### config.mk
export PLATFORM = sky130hd
export DESIGN_NAME = fft_stage_ctrl
export DESIGN_NICKNAME = d
export VERILOG_FILES = /design/src/rtl/fft_pkg.sv /design/src/rtl/fft_tag_pipe.sv /design/src/rtl/fft_stage_ctrl.sv
export SDC_FILE = /design/constraint.sdc
export NUM_CORES = 1
export LEC_CHECK = 0
export CELL_PAD_IN_SITES_DETAIL_PLACEMENT = 0
export CELL_PAD_IN_SITES_GLOBAL_PLACEMENT = 1
export CORE_ASPECT_RATIO = 0.7
export CORE_MARGIN = 5
export CORE_UTILIZATION = 37
export CTS_BUF_LIST = sky130_fd_sc_hd__clkbuf_16
export DETAILED_ROUTE_END_ITERATION = 8
export PLACE_DENSITY_LB_ADDON = 0.1
export SYNTH_ARGS = -nofsm -noshare
export SYNTH_HDL_FRONTEND = slang
export SYNTH_HIERARCHICAL = 1
export SYNTH_SLANG_ARGS = --single-unit
### constraint.sdc
create_clock -name clk -period 2.2 [get_ports clk]
set_input_delay 0.44 -clock clk [delete_from_list [all_inputs] [get_ports clk]]
set_output_delay 0.44 -clock clk [all_outputs]
set_load 0.005 [all_outputs]
### src/rtl/fft_pkg.sv
// Shared constants and types for the radix-2^2 FFT stage sequencer.
// Frame geometry lives here so the sequencer and its tag pipe agree on widths.
package fft_pkg;

    localparam int N_POINTS  = 512;
    localparam int LANES     = 16;
    localparam int FRAME_CYC = N_POINTS / LANES;
    localparam int IDX_W     = $clog2(FRAME_CYC);

    typedef enum logic {
        IDLE = 1'b0,
        RUN  = 1'b1
    } ctrl_state_t;

    typedef struct packed {
        logic             vld;
        logic [IDX_W-1:0] idx;
    } pipe_tag_t;

endpackage

### src/rtl/fft_tag_pipe.sv
// NUM_STAGES-deep shift register of {valid, block index} tags that runs in
// lock-step with the datapath stages; it always advances, so gaps become bubbles.
module fft_tag_pipe
    import fft_pkg::*;
#(
    parameter int NUM_STAGES = 9
) (
    input  logic                           clk,
    input  logic                           rst_n,
    input  pipe_tag_t                      in_tag,
    output pipe_tag_t [NUM_STAGES-1:0]     tags
);

    // NOTE: every tag register is reset, not only the valid bits, so the
    // index taps read 0 after reset instead of stale values.
    always_ff @(posedge clk or negedge rst_n) begin
        if (!rst_n) begin
            tags <= '0;
        end else begin
            tags[0] <= in_tag;
            for (int s = 1; s < NUM_STAGES; s++) begin
                tags[s] <= tags[s-1];
            end
        end
    end

endmodule

### src/rtl/fft_stage_ctrl.sv
// Frame-sync sequencer for the FFT pipeline: accepts blocks, emits per-stage
// enables and indices, and frames the output. Optional FFT_CTRL_STATS_EN adds counters.
module fft_stage_ctrl
    import fft_pkg::*;
#(
    parameter int NUM_STAGES = 9
) (
    input  logic                          clk,
    input  logic                          rst_n,
    input  logic                          din_valid,
    input  logic                          din_sop,
    input  logic                          clr_err,
    output logic [NUM_STAGES-1:0]         stage_en,
    output logic [NUM_STAGES*IDX_W-1:0]   stage_idx,
    output logic                          dout_valid,
    output logic                          dout_sop,
    output logic                          dout_eop,
    output logic                          frame_done,
    output logic                          busy,
    output logic                          sync_err
`ifdef FFT_CTRL_STATS_EN
    ,
    output logic [15:0]                   err_cnt,
    output logic [15:0]                   frame_cnt
`endif
);

    localparam logic [IDX_W-1:0] LAST_IDX = IDX_W'(FRAME_CYC - 1);

    ctrl_state_t                 state;
    logic [IDX_W-1:0]            in_idx;
    logic                        acc;
    logic                        violation;
    logic [IDX_W-1:0]            idx_in;
    pipe_tag_t                   in_tag;
    pipe_tag_t [NUM_STAGES-1:0]  tags;
    logic                        any_vld;
    logic [IDX_W-1:0]            out_idx;

    // A sop always restarts a frame; a non-sop block is only taken inside one.
    assign acc       = din_valid & ((state == RUN) | din_sop);
    assign violation = din_valid & ((state == IDLE) ? ~din_sop
                                                    : (din_sop & (in_idx != '0)));
    assign idx_in    = din_sop ? '0 : in_idx;
    assign in_tag    = '{vld: acc, idx: idx_in};

    // NOTE: sequential state uses non-blocking assignments so every register
    // samples pre-edge values regardless of statement order.
    always_ff @(posedge clk or negedge rst_n) begin
        if (!rst_n) begin
            state  <= IDLE;
            in_idx <= '0;
        end else if (acc) begin
            if (din_sop) begin
                state  <= RUN;
                in_idx <= IDX_W'(1);
            end else if (in_idx == LAST_IDX) begin
                state  <= IDLE;
                in_idx <= '0;
            end else begin
                in_idx <= in_idx + 1'b1;
            end
        end
    end

    fft_tag_pipe #(
        .NUM_STAGES (NUM_STAGES)
    ) u_tag_pipe (
        .clk    (clk),
        .rst_n  (rst_n),
        .in_tag (in_tag),
        .tags   (tags)
    );

    assign stage_en[0]            = acc;
    assign stage_idx[IDX_W-1:0]   = idx_in;

    for (genvar s = 1; s < NUM_STAGES; s++) begin : g_tap
        assign stage_en[s]                 = tags[s-1].vld;
        assign stage_idx[s*IDX_W +: IDX_W] = tags[s-1].idx;
    end

    // NOTE: the accumulator gets a default before the loop so no latch is inferred.
    always_comb begin
        any_vld = 1'b0;
        for (int s = 0; s < NUM_STAGES; s++) begin
            any_vld = any_vld | tags[s].vld;
        end
    end

    assign out_idx    = tags[NUM_STAGES-1].idx;
    assign dout_valid = tags[NUM_STAGES-1].vld;
    assign dout_sop   = dout_valid & (out_idx == '0);
    assign dout_eop   = dout_valid & (out_idx == LAST_IDX);
    assign frame_done = dout_eop;
    assign busy       = (state == RUN) | any_vld;

    // A violation in the same cycle as a clear keeps the flag set.
    always_ff @(posedge clk or negedge rst_n) begin
        if (!rst_n) begin
            sync_err <= 1'b0;
        end else if (violation) begin
            sync_err <= 1'b1;
        end else if (clr_err) begin
            sync_err <= 1'b0;
        end
    end

`ifdef FFT_CTRL_STATS_EN
    always_ff @(posedge clk or negedge rst_n) begin
        if (!rst_n) begin
            err_cnt   <= '0;
            frame_cnt <= '0;
        end else begin
            if (clr_err) begin
                err_cnt <= {15'd0, violation};
            end else if (violation && (err_cnt != 16'hFFFF)) begin
                err_cnt <= err_cnt + 16'd1;
            end
            if (frame_done) begin
                frame_cnt <= frame_cnt + 16'd1;
            end
        end
    end
`endif

endmodule

==> results.sh <==
export IMPL_status="finished clean"
export IMPL_cts_buffers=9
export IMPL_yosysSeqAreaShare_pct=83.3
export IMPL_viasPerCell=4.41
export IMPL_cts_resized=2
export IMPL_synth_most_common_cell="dfrtp_1"
export IMPL_clkLatencyLatePin_ns=0.32
export IMPL_dieWidth_um=94.1
export IMPL_relSlewSlack_pct=64.7
export IMPL_synthSimpleGateAreaFrac_pct=9.08
export IMPL_track_usage_pct=13.1
export IMPL_skew_ns=0.00335
export IMPL_grt_antenna_before_repair=0
export IMPL_drv_slew=0
export IMPL_grt_start_max_net_pins=40
export IMPL_synth_compound_area_share_pct=3.83
export IMPL_cts_root_buf="clkbuf_16"
export IMPL_synth_area_leaders="dfrtp_1 83%, ha_1 2.0%, nor2b_1 1.4%"
export IMPL_hold_viol=0
export IMPL_clkTransAtPathRegs_ns=0.05
export IMPL_start_kind="input port"
export IMPL_tritoncts="yes"
export IMPL_cp_arrival_ns=1.62
export IMPL_dp_hpwl_um=2680
export IMPL_drc=0
export IMPL_post_cts_buffers=0
export IMPL_area_growth_pct=56.8
export IMPL_drive_gt1_share_pct=10.9
export IMPL_rsz0062_at_grt="no"
export IMPL_grt_pass1_vias=1200
export IMPL_cellPowerDensity_mw_per_mm2=979
export IMPL_synth_adder_area_share_pct=2.05
export IMPL_max_freq_ghz=0.486
export IMPL_tightest_slew_ns=0.530
export IMPL_fin_hold_ws_ns=0.0990
export IMPL_first_pass_iters=4
export IMPL_crit_slowest_cell="clkdlybuf4s50_1"
export IMPL_ios=65
export IMPL_min_period_ns=2.06
export IMPL_hold_path_class="in2async"
export IMPL_yosysTopAreaCellShare_pct=83.3
export IMPL_finalSetupViolCount=0
export IMPL_num_rows=21
export IMPL_fin_nets=196
export IMPL_port_buffer_count=64
export IMPL_netlist_area_sq_mm=0.00183
export IMPL_num_vias=1156
export IMPL_peakVddDrop_v=0.000429
export IMPL_r2r_start="in_idx[0]$_DFFE_PN0P_"
export IMPL_h_tree_depth=3
export IMPL_cts_buffer_depth=2
export IMPL_grt_pass1_wl_um=6110
export IMPL_synth_cell_type_count=22
export IMPL_timing_worst_setup_path_type="in2out"
export IMPL_synth_nets=119
export IMPL_fillerInstances=392
export IMPL_wl_um=3640
export IMPL_fp_dieArea_sq_mm=0.00648
export IMPL_dp_slack_ns=-0.0484
export IMPL_gp_congestion=0.705
export IMPL_synth_top_family_by_area="simple AND/OR/NAND/NOR gates"
export IMPL_cp_data_required_time_ns=1.76
export IMPL_synth_area_leader_cell="dfrtp_1"
export IMPL_grt_overflow=0
export IMPL_slowest_delay_ns=0.52
export IMPL_finalCritPeriodShare_pct=93.5
export IMPL_synthTopCellsByCount="61 x dfrtp_1, 6 x nor2_1, 5 x o21ai_0"
export IMPL_crit_path_end_kind="primary output"
export IMPL_initial_core_util_pct=38.3
export IMPL_crit_path_cell_trace="clkdlybuf4s50_1, o21ai_2, inv_1, clkdlybuf4s50_1"
export IMPL_leakagePower_nw=1.31
export IMPL_antenna_diode_count=0
export IMPL_cpMostUsedCell="clkdlybuf4s50_1"
export IMPL_synth_seq_cells=61
export IMPL_startpoint="din_valid"
export IMPL_ant_nets=0
export IMPL_coreArea_sq_mm=0.00478
export IMPL_ys_flop_type="dfrtp_1"
export IMPL_synth_xor_area_share_pct=0
export IMPL_ys_warn_count=6
export IMPL_maxCapViolations=0
export IMPL_cp_max_fo=2
export IMPL_synth_area_mux_share_pct=0
export IMPL_fin_ws_ns=0.143
export IMPL_syn_mean_instance_area_sq_um=16.5
export IMPL_hold_buffers=0
export IMPL_async_flop_share_pct=100
export IMPL_dr_first_iter_drc_count=33
export IMPL_synth_edf_count=0
export IMPL_wl_per_cell_um=13.9
export IMPL_die_h_um=68.9
export IMPL_synthCells=111
export IMPL_cts_sinks=61
==> layout by cell type (no fill, tap or decap), types with 3 or more instances in the layout <==
cell and count:
dfrtp_1 61, clkdlybuf4s50_1 61, clkbuf_16 9, nor2_1 6
o21ai_0 5, nor2b_1 4, nor3_1 4, nand2_1 4
buf_4 4, inv_1 3, nand4_1 3, ha_1 3
==> final timing paths <==
check	depth (start not counted)	slack [ns]	to
worst max-delay path	4	0.14	stage_en[0]
worst min-delay path	1	0.1	u_tag_pipe/tags[40]$_DFF_PN0_
worst max register to register	6	0.49	in_idx[3]$_DFFE_PN0P_
worst min register to register	0	0.37	u_tag_pipe/tags[21]$_DFF_PN0_
max in group asynchronous	2	1.52	sync_err$_DFFE_PN0P_
min in group clk	0	0.37	u_tag_pipe/tags[21]$_DFF_PN0_
==> report_power, final <==
group	switching [W]	internal [W]	total (W)
Sequential	0.0000511	0.00120	0.00125
Combinational	0.0000927	0.000154	0.000246
Clock	0.000448	0.000865	0.00131
==> registers in the layout (all words and copies together) (netlist names) <==
signal	cells
u_tag_pipe/tags	54
sync_err	1
in_idx	5
state	1
==> cell families after synthesis <==
| logic type | after synthesis |
|---|---|
| AOI/OAI and AO/OA | 11 |
| adders and majority gates | 3 |
| buffers and inverters | 6 |
| DFF | 61 |
| and+or+nand+nor | 30 |
==> per-stage QoR <==
step	util [%]	area [sq um]	cells	TNS [ns]	total power, W
after global placement	54.0	2580	246	-0.0397	0.00152
after floorplan	-	1830	111	0	0.00132
after global routing	60.1	2870	262	0	0.00295
after detailed placement	54.0	2580	246	-0.0741	0.00153
final	60.1	2870	262	0	0.00281
after CTS	60.1	2870	262	0	0.00287
==> worst max-delay path, delay by kind of cell <==
kind                   cells  cell delay (ns)
AOI/OAI and AO/OA          1             0.08
buffers and inverters      3             1.10
==> metal layers <==
metal / wire length (um) / global-route usage [%] / vias up
met5: 0 / 0 / -
li1: - / - / 537
met2: 1750 / 19.8 / 42
met1: 1550 / 15.6 / 570
met3: 279 / 6.94 / 7
met4: 62 / 5.95 / 0
==> cell type report <==
cell class	instances	area, sq um	area share, %
inverters	3	11.3	0.392
clock buffers	9	225	7.84
well taps	69	86.3	3.01
clock inverters	7	66.3	2.31
flip-flops and latches	61	1530	53.1
repair buffers	69	683	23.8
multi-input cells	44	274	9.54
Note: power is estimated with default switching activity, not from simulation.
